$ cat config.mk
export PLATFORM = sky130hd
export DESIGN_NAME = lcd_ctrl
export DESIGN_NICKNAME = d
export VERILOG_FILES = /design/src/rtl/lcd_pkg.sv /design/src/rtl/lcd_timer.sv /design/src/rtl/lcd_ctrl.sv
export SDC_FILE = /design/constraint.sdc
export NUM_CORES = 1
export LEC_CHECK = 0
export ABC_CLOCK_PERIOD_IN_PS = 5100
export BUFFER_PORTS_ARGS = -buffer_cell sky130_fd_sc_hd__buf_2
export CAP_MARGIN = 40
export CORE_AREA = 3 3 88 82
export DETAILED_ROUTE_END_ITERATION = 10
export DIE_AREA = 0 0 91 85
export GPL_TIMING_DRIVEN = 0
export PLACE_DENSITY = 0.66
export SLEW_MARGIN = 20
export SYNTH_ARGS = -nofsm -noshare
export SYNTH_HDL_FRONTEND = slang
export SYNTH_SLANG_ARGS = --single-unit
$ cat constraint.sdc
create_clock -name clk_i -period 5.1 [get_ports clk_i]
set_clock_uncertainty 0.2 [all_clocks]
set_input_delay 0.51 -clock clk_i [delete_from_list [all_inputs] [get_ports clk_i]]
set_output_delay 0.51 -clock clk_i [all_outputs]
set_load 0.02 [all_outputs]
$ cat src/rtl/lcd_pkg.sv
// Shared types and constants for the HD44780 character-LCD controller.
// Latency: n/a (declarations only).
// Backpressure: n/a.
package lcd_pkg;

    typedef enum logic [2:0] {
        ST_PWRUP,
        ST_SETUP,
        ST_EN_HI,
        ST_HOLD,
        ST_WAIT,
        ST_IDLE
    } lcd_state_t;

    // Bit positions inside the LCD peripheral word
    localparam int BIT_ON  = 31;
    localparam int BIT_BL  = 30;
    localparam int BIT_TOG = 10;
    localparam int BIT_RS  = 8;

    // Instructions that need the long post-strobe wait
    localparam logic [7:0] OP_CLEAR = 8'h01;
    localparam logic [7:0] OP_HOME  = 8'h02;

    // Power-up init: 8-bit/2-line, display on, clear, entry mode increment
    localparam int INIT_LEN = 4;

    function automatic logic [7:0] init_cmd(input logic [1:0] step);
        case (step)
            2'd0:    return 8'h38;
            2'd1:    return 8'h0C;
            2'd2:    return 8'h01;
            default: return 8'h06;
        endcase
    endfunction

endpackage

$ cat src/rtl/lcd_timer.sv
// Loadable down-counter that saturates at zero; done_o flags a zero count.
// Latency: load takes effect at the next edge; done_o is combinational from the count.
// Backpressure: none; the owner decides when to reload.
// Ports: clk_i/rst_i clock and sync reset (count <= RST_VAL), load_i/load_val_i reload,
//        done_o high while the count is zero.
module lcd_timer #(
    parameter int W       = 8,
    parameter int RST_VAL = 0
) (
    input  logic         clk_i,
    input  logic         rst_i,
    input  logic         load_i,
    input  logic [W-1:0] load_val_i,
    output logic         done_o
);

    logic [W-1:0] r_cnt;

    always_ff @(posedge clk_i) begin
        if (rst_i) begin
            r_cnt <= W'(RST_VAL);
        end else if (load_i) begin
            r_cnt <= load_val_i;
        end else if (r_cnt != '0) begin
            r_cnt <= r_cnt - W'(1);
        end
    end

    assign done_o = (r_cnt == '0);

endmodule

$ cat src/rtl/lcd_ctrl.sv
// HD44780 8-bit controller: power-up init, then one timed RS/DATA/EN strobe per software toggle.
// Latency: a bypassed request reaches the bus one edge after the toggle; EN follows T_SETUP later.
// Backpressure: 1-deep pending slot; a toggle into a full slot overwrites it and sets overrun_o.
// Ports: lcd_reg_i is the peripheral word (on/backlight/toggle/RS/data); lcd_*_o drive the panel;
//        busy_o, init_done_o and overrun_o are status for software pacing.
module lcd_ctrl
    import lcd_pkg::*;
#(
    parameter int T_PWRUP = 750000,
    parameter int T_SETUP = 2,
    parameter int T_EN    = 12,
    parameter int T_HOLD  = 2,
    parameter int T_CMD   = 2000,
    parameter int T_CLR   = 82000
) (
    input  logic        clk_i,
    input  logic        rst_i,
    input  logic [31:0] lcd_reg_i,
    output logic [7:0]  lcd_data_o,
    output logic        lcd_rs_o,
    output logic        lcd_rw_o,
    output logic        lcd_en_o,
    output logic        lcd_on_o,
    output logic        lcd_blon_o,
    output logic        busy_o,
    output logic        init_done_o,
    output logic        overrun_o
);

    localparam int T_MAX = (T_PWRUP > T_CLR) ? T_PWRUP : T_CLR;
    localparam int TW    = $clog2(T_MAX) + 1;

    lcd_state_t  r_state;
    logic [1:0]  r_step;
    logic        r_prev_tog;
    logic        r_slot_vld;
    logic        r_slot_rs;
    logic [7:0]  r_slot_dat;
    logic        r_rs;
    logic [7:0]  r_data;
    logic        r_en;
    logic        r_init_done;
    logic        r_overrun;
    logic        r_on;
    logic        r_blon;

    logic          w_req;
    logic          w_issue;
    logic          w_long_wait;
    logic          w_tmr_done;
    logic          w_tmr_load;
    logic [TW-1:0] w_tmr_val;
    logic          w_unused_bits;

    assign w_req       = lcd_reg_i[BIT_TOG] != r_prev_tog;
    assign w_issue     = (r_state == ST_IDLE) && (r_slot_vld || w_req);
    assign w_long_wait = !r_rs && ((r_data == OP_CLEAR) || (r_data == OP_HOME));
    assign w_unused_bits = ^{lcd_reg_i[29:11], lcd_reg_i[9]};

    // The timer is reloaded on every state exit with the length of the state being entered.
    // Exits from WAIT/PWRUP/IDLE all lead to SETUP (or IDLE, where the count is ignored).
    always_comb begin
        w_tmr_load = (r_state == ST_IDLE) ? w_issue : w_tmr_done;
        w_tmr_val  = TW'(T_SETUP - 1);
        case (r_state)
            ST_SETUP: w_tmr_val = TW'(T_EN - 1);
            ST_EN_HI: w_tmr_val = TW'(T_HOLD - 1);
            ST_HOLD:  w_tmr_val = w_long_wait ? TW'(T_CLR - 1) : TW'(T_CMD - 1);
            default:  w_tmr_val = TW'(T_SETUP - 1);
        endcase
    end

    lcd_timer #(
        .W       (TW),
        .RST_VAL (T_PWRUP)
    ) u_timer (
        .clk_i      (clk_i),
        .rst_i      (rst_i),
        .load_i     (w_tmr_load),
        .load_val_i (w_tmr_val),
        .done_o     (w_tmr_done)
    );

    always_ff @(posedge clk_i) begin
        if (rst_i) begin
            r_state     <= ST_PWRUP;
            r_step      <= 2'd0;
            r_prev_tog  <= lcd_reg_i[BIT_TOG];
            r_slot_vld  <= 1'b0;
            r_slot_rs   <= 1'b0;
            r_slot_dat  <= 8'h00;
            r_rs        <= 1'b0;
            r_data      <= 8'h00;
            r_en        <= 1'b0;
            r_init_done <= 1'b0;
            r_overrun   <= 1'b0;
            r_on        <= 1'b0;
            r_blon      <= 1'b0;
        end else begin
            r_prev_tog <= lcd_reg_i[BIT_TOG];
            r_on       <= lcd_reg_i[BIT_ON];
            r_blon     <= lcd_reg_i[BIT_BL];

            // Slot payload is harmless to capture on a bypass since vld stays low.
            if (w_req) begin
                r_slot_rs  <= lcd_reg_i[BIT_RS];
                r_slot_dat <= lcd_reg_i[7:0];
            end
            if (w_issue) begin
                // Draining a full slot frees it, so a same-cycle request refills it cleanly.
                r_slot_vld <= r_slot_vld && w_req;
            end else if (w_req) begin
                if (r_slot_vld) begin
                    r_overrun <= 1'b1;
                end
                r_slot_vld <= 1'b1;
            end

            case (r_state)
                ST_PWRUP: begin
                    if (w_tmr_done) begin
                        r_state <= ST_SETUP;
                        r_step  <= 2'd0;
                        r_rs    <= 1'b0;
                        r_data  <= init_cmd(2'd0);
                    end
                end
                ST_SETUP: begin
                    if (w_tmr_done) begin
                        r_state <= ST_EN_HI;
                        r_en    <= 1'b1;
                    end
                end
                ST_EN_HI: begin
                    if (w_tmr_done) begin
                        r_state <= ST_HOLD;
                        r_en    <= 1'b0;
                    end
                end
                ST_HOLD: begin
                    if (w_tmr_done) begin
                        r_state <= ST_WAIT;
                    end
                end
                ST_WAIT: begin
                    if (w_tmr_done) begin
                        if (r_init_done) begin
                            r_state <= ST_IDLE;
                        end else if (r_step == 2'(INIT_LEN - 1)) begin
                            r_init_done <= 1'b1;
                            r_state     <= ST_IDLE;
                        end else begin
                            r_step  <= r_step + 2'd1;
                            r_rs    <= 1'b0;
                            r_data  <= init_cmd(r_step + 2'd1);
                            r_state <= ST_SETUP;
                        end
                    end
                end
                ST_IDLE: begin
                    if (w_issue) begin
                        r_state <= ST_SETUP;
                        r_rs    <= r_slot_vld ? r_slot_rs  : lcd_reg_i[BIT_RS];
                        r_data  <= r_slot_vld ? r_slot_dat : lcd_reg_i[7:0];
                    end
                end
                default: r_state <= ST_IDLE;
            endcase
        end
    end

    assign lcd_data_o  = r_data;
    assign lcd_rs_o    = r_rs;
    assign lcd_rw_o    = 1'b0;
    assign lcd_en_o    = r_en;
    assign lcd_on_o    = r_on;
    assign lcd_blon_o  = r_blon;
    assign busy_o      = (r_state != ST_IDLE) || r_slot_vld;
    assign init_done_o = r_init_done;
    assign overrun_o   = r_overrun;

endmodule

## Word-level counts from Yosys, hierarchy flattened

Index checks and enable logic that the tools add are counted.
Widths: inputs -> output; s select.

- Register bits after elaboration: 51
- Input port bits: 34
- Output and inout bits: 16
- Logic and storage cells: 99

- Add/subtract/negate cells: 2
- Equality and inequality tests: 20
- Mux-type cells: 40
- Bitwise operators: 1
- Reduce and logical (&&, ||, !) cells: 22

Operator list:

| cell | number |
|---|---|
| $mux 8 | 6 |
| $mux 21 | 2 |
| $pmux 17 s2 | 1 |
| $mux 3 | 8 |
| $pmux 8 s3 | 1 |
| $logic_not 21->1 | 1 |
| $reduce_bool 21->1 | 1 |
| $sub 21x1->21 const B | 1 |
| $pmux 3 s6 | 1 |
| $pmux 6 s3 | 1 |
| $mux 17 | 1 |
| $ne 2x2->1 const B | 8 |
| $mux 1 | 12 |
| $reduce_and 6->1 | 2 |
| $eq 8x1->1 const B | 1 |
| $eq 8x2->1 const B | 1 |
| $mux 2 | 4 |
| $reduce_bool 2->1 | 4 |
| $eq 3x2->1 const B | 2 |
| $eq 3x3->1 const B | 2 |
| $reduce_and 3->1 | 2 |
| $reduce_and 5->1 | 1 |
| $eq 2x2->1 const B | 2 |
| $pmux 2 s2 | 1 |
| other kinds (15) | 19 |

## Depth between registers and ports, before layout

- Depth after elaboration: 7
- Mapped depth: 9

## Cells and area by module

A second synthesis with hierarchy kept.

- Cells, all modules: 320
- Area total of the unflattened synthesis: 2687.6 um2

Modules (own cells, without submodules):

| module | instances | cells an instance | area an instance (um2) | seq. area each (um2) |
|---|---|---|---|---|
| lcd_ctrl | 1 | 178 | 1505.2 | 600.6 |
| lcd_timer | 1 | 142 | 1182.4 | 420.4 |

## Worst setup path after synthesis

No wires, ideal clock.

- Kind: reg2reg
- Start point: register u_timer.r_cnt[0]
- End point: register r_data[0] (netlist: lcd_data_o[0])
- Data arrival time: 2.030 ns
- Data required time: 4.781 ns
- Slack: 2.751 ns
- Cell stages (with the launch flop): 9
- Clock period less this slack: 2.349 ns
- Path through: dfxtp_1 -> inv_1 -> ha_1 -> or3b_1 -> nor4b_4 -> and3_4 -> a31oi_4 -> nor2b_4 -> o2bb2ai_1

- Longest elaborated chain between the ends: 3
- Elaborated cells between the ends (all ways): 4

Ends and longest elaborated chain:

| what | RTL line | text |
|---|---|---|
| start: declaration | lcd_timer.sv:17 | `logic [W-1:0] r_cnt;` |
| start signal: assignment | lcd_timer.sv:21 | `r_cnt <= W'(RST_VAL);` |
| start signal: assignment | lcd_timer.sv:23 | `r_cnt <= load_val_i;` |
| start signal: assignment | lcd_timer.sv:25 | `r_cnt <= r_cnt - W'(1);` |
| $logic_not 21->1 (*) | lcd_timer.sv:29 | `assign done_o = (r_cnt == '0);` |
| $ne 2x2->1 (no source line) | - |  |
| $reduce_and 6->1 (no source line) (*) | - |  |
| end signal: assignment | lcd_ctrl.sv:125 | `r_data <= init_cmd(2'd0);` |
| end signal: assignment | lcd_ctrl.sv:155 | `r_data <= init_cmd(r_step + 2'd1);` |
| end signal: assignment | lcd_ctrl.sv:164 | `r_data <= r_slot_vld ? r_slot_dat : lcd_reg_i[7:0];` |
| end: declaration | lcd_ctrl.sv:40 | `logic [7:0] r_data;` |

Mark *: on every way between the ends. The rest lies on a longest branch, timed or not.
A chain may end at the register's enable or synchronous reset.

## Worst setup path after layout

- Start point: register u_timer.r_cnt[0]
- End point: register u_timer.r_cnt[1]

- Longest elaborated chain between the ends: 3
- Elaborated cells between the ends (all ways): 7

Ends and longest elaborated chain:

| what | RTL line |
|---|---|
| $sub 21x1->21 or $logic_not 21->1 (tied branches) | lcd_timer.sv:25, lcd_timer.sv:29 |
| $mux 21 or $mux 1 (tied branches) | lcd_timer.sv:24, lcd_ctrl.sv:63 |
| $mux 21 or $reduce_bool 2->1 (tied branches) | - |

Several ways; a longest one is shown, not always the timed one. The select of a mux whose other input is x is not followed.

==> impl_metrics.toml <==
[outcome]
status = "finished, final reports clean"

[sta]
finalHoldViolCount = 0
min_period_over_period_pct = 53.14
drv_slew = 0
rsz0062_at_grt = "no"
fmax_mhz = 369.0
period_needed_ps = 2710
setup_viol = 0
tightestPinTransition_ps = 716.0
setup_tns_ps = 0
relSlewSlack_pct = 51.93

[floorplanning]
die_h_um = 85
io_pins = 50
die_area_um2 = 7735
die_x_um = 91
coreArea_um2 = 6446
std_cell_rows = 28
start_util_pct = 40.24

[worst_setup_path]
cp_top_family = "simple AND/OR/NAND/NOR gates"
path_buf_inv = 1
critical_path.endpoint_type = "flop"
required_ps = 5080
path_max_fanout = 7
cp_slowest_cell = "or3b_1"
worstPathCellList = "inv_1, ha_1, or3b_1, nor4b_4, nand2_2, a21oi_2, o211a_1, a211oi_2"
arrival_ps = 2690
setup.worst_path.start_class = "flop"
crit_type = "reg2reg"
max_stage_delay_ps = 450

[routing]
detail_route.wl_per_cell_um = 13.93
drtPass1Iterations = 4
drc_errors = 0
ant_nets = 0
vias_per_cell = 5.111
routed_wl_mm = 5.768
first_iter_violations = 77
vias = 2116

[cells_and_area]
final_common_cell = "dfxtp_1"
areaGrowthSynthToFinish_pct = 13.12
instances_no_fill = 414
nFillCells = 657
final_cell_mix = "dfxtp_1 (51), nand2_1 (31), buf_2 (30), nor2_1 (24), a21oi_1 (22)"
regArea_um2 = 1021
multi_input_area_um2 = 1453
antenna_cells = 0
finish.net_count = 362
drive_gt1_share_pct = 21.30

[synthesis]
yosysTopAreaCell = "dfxtp_1"
synth-xor-area-share_pct = 6.078
synth_edf_count = 0
avgSynthCellArea_um2 = 8.975
async_flop_share_pct = 0
yosysSeqAreaShare_pct = 39.36
synth_top_cell_area_share_pct = 39.36
synth.mux.area_fraction_pct = 4.004
synth_compound_area_share_pct = 19.68
ys_types = 63
yosys_warnings = 0
synth_nets = 328
synthAdderAreaFrac_pct = 2.412
synth_ff_type = "dfxtp_1"
syn-cell-area_um2 = 2594
synth-simple-area-share_pct = 23.69
synthCells = 289
synth_area_leaders = "dfxtp_1 (39%), nand2_1 (4.5%), xnor2_1 (4.4%)"
ys_seq_elements = 51
synth_top_family_by_area = "simple AND/OR/NAND/NOR gates"

[placement]
gp_congestion = 0.8388
dp_cells = 406
numPortBuffers = 27
dp_hpwl_mm = 4.221

[power_and_ir_drop]
power.clock.fraction_pct = 32.9
power_frac_comb_pct = 10.4
leakage_nw = 1.083
p_sw_share_pct = 26.99
power.switching_w = 0.0002013
power.density_nw_per_um2 = 254.2
power_frac_seq_pct = 56.7
p_int_w = 0.0005445
ir_drop_uv = 103.1

[clock_tree]
clk_pin_slew_ps = 100
cts_hold_buffers = 0
root_buffer = "clkbuf_8"
htree_levels = 2
cts_setup_buffers = 0
cts_tree = "built"
cts_buffer_depth = 2
cts_inserted_buffers = 5
cts.sinks = 51
clkLatencyLatePin_ps = 320
cts-resized-gates = 0

[global_route]
grt_antenna_before_repair = 0
grt_pass1_wl_mm = 9.515
grt_pass1_vias = 1954
grt_use_total_pct = 15.16
grt_max_degree = 18
overflow = 0

[flow_run]
cap_viol_max_count = 0

[hold_path]
min_path_type = "in2reg"
## cells in the mapped netlist (all sizes together) (2+ instances only)
master and number:
a2111oi 2, a211oi 5, a21o 5, a21oi 24, a22oi 3, a31oi 5, and3 2, buf 9
clkbuf 7, dfxtp 51, ha 5, inv 8, mux2 3, mux2i 7, nand2 33, nand2b 3
nand3 3, nand3b 3, nor2 24, nor2b 6, nor3 16, nor3b 2, nor4 5, nor4b 3
o21ai 12, o21bai 2, o2bb2ai 3, o31a 2, o31ai 2, or2 4, or4 2, xnor2 13
xor2 5
## sequential cells by signal, summed over array words and instances, names as in the netlist
signal and count:
r_slot_rs 1, overrun_o 1, u_timer.r_cnt 21, r_step 2
lcd_blon_o 1, lcd_data_o 8, lcd_on_o 1, lcd_en_o 1
r_state 3, lcd_rs_o 1, init_done_o 1, r_prev_tog 1
r_slot_vld 1, r_slot_dat 8
## through the flow
stage / hold slack, ps / total power (W) / instance area, µm² / worst slack (ps) / utilization, %
after floorplan: 228.4 / 0.0004869 / 2594 / 2751 / -
after global placement: 234.4 / 0.0005075 / 2841 / 2417 / 44.08
after detailed placement: 244.2 / 0.0005100 / 2841 / 2422 / 44.08
after CTS: 125.1 / 0.0007525 / 2934 / 2385 / 45.52
after global routing: 128.7 / 0.0007752 / 2934 / 2222 / 45.52
final: 133.8 / 0.0007458 / 2934 / 2390 / 45.52
## power groups by stage
stage                     combinational, W  clock, W  sequential [W]
after CTS                        0.0000785  0.000251        0.000423
after floorplan                  0.0000553         0        0.000432
after global placement           0.0000765         0        0.000431
final                            0.0000777  0.000245        0.000423
after detailed placement         0.0000780         0        0.000432
after global routing             0.0000868  0.000263        0.000425
## layer usage
layer | GRT usage (%) | share of wire, %
met1 | 20.48 | 51
met2 | 24.26 | 44
met3 | 2.128 | 3.4
met4 | 6.575 | 1.9
met5 | 0 | 0
## worst paths after layout
path | from | end | slack [ps] | cells after the start
max | u_timer.r_cnt[0] | u_timer.r_cnt[1] | 2390 | 8
min | lcd_reg_i[10] | r_prev_tog | 130 | 1
max reg2reg | u_timer.r_cnt[0] | u_timer.r_cnt[1] | 2390 | 8
min reg2reg | r_slot_dat[7] | r_slot_dat[7] | 250 | 2
## cell families (layout without fill, tap and decap cells)
logic type,count (synthesis),after routing
simple gates,109,109
compound gates,71,71
flops,51,51
buf+inv,24,59
xor+xnor,18,18
mux,10,10
fa+ha+maj,5,5
other cells,1,1
## cell type report
cell class	count	area share, %
sequential	51	34.80
tap	90	3.838
buffer	16	3.070
clock inverter	3	0.8102
clock buffer	5	2.345
timing repair buffer	27	4.606
multi-input combinational	214	49.51
inverter	8	1.023
Note: power is estimated with default switching activity, not from simulation.
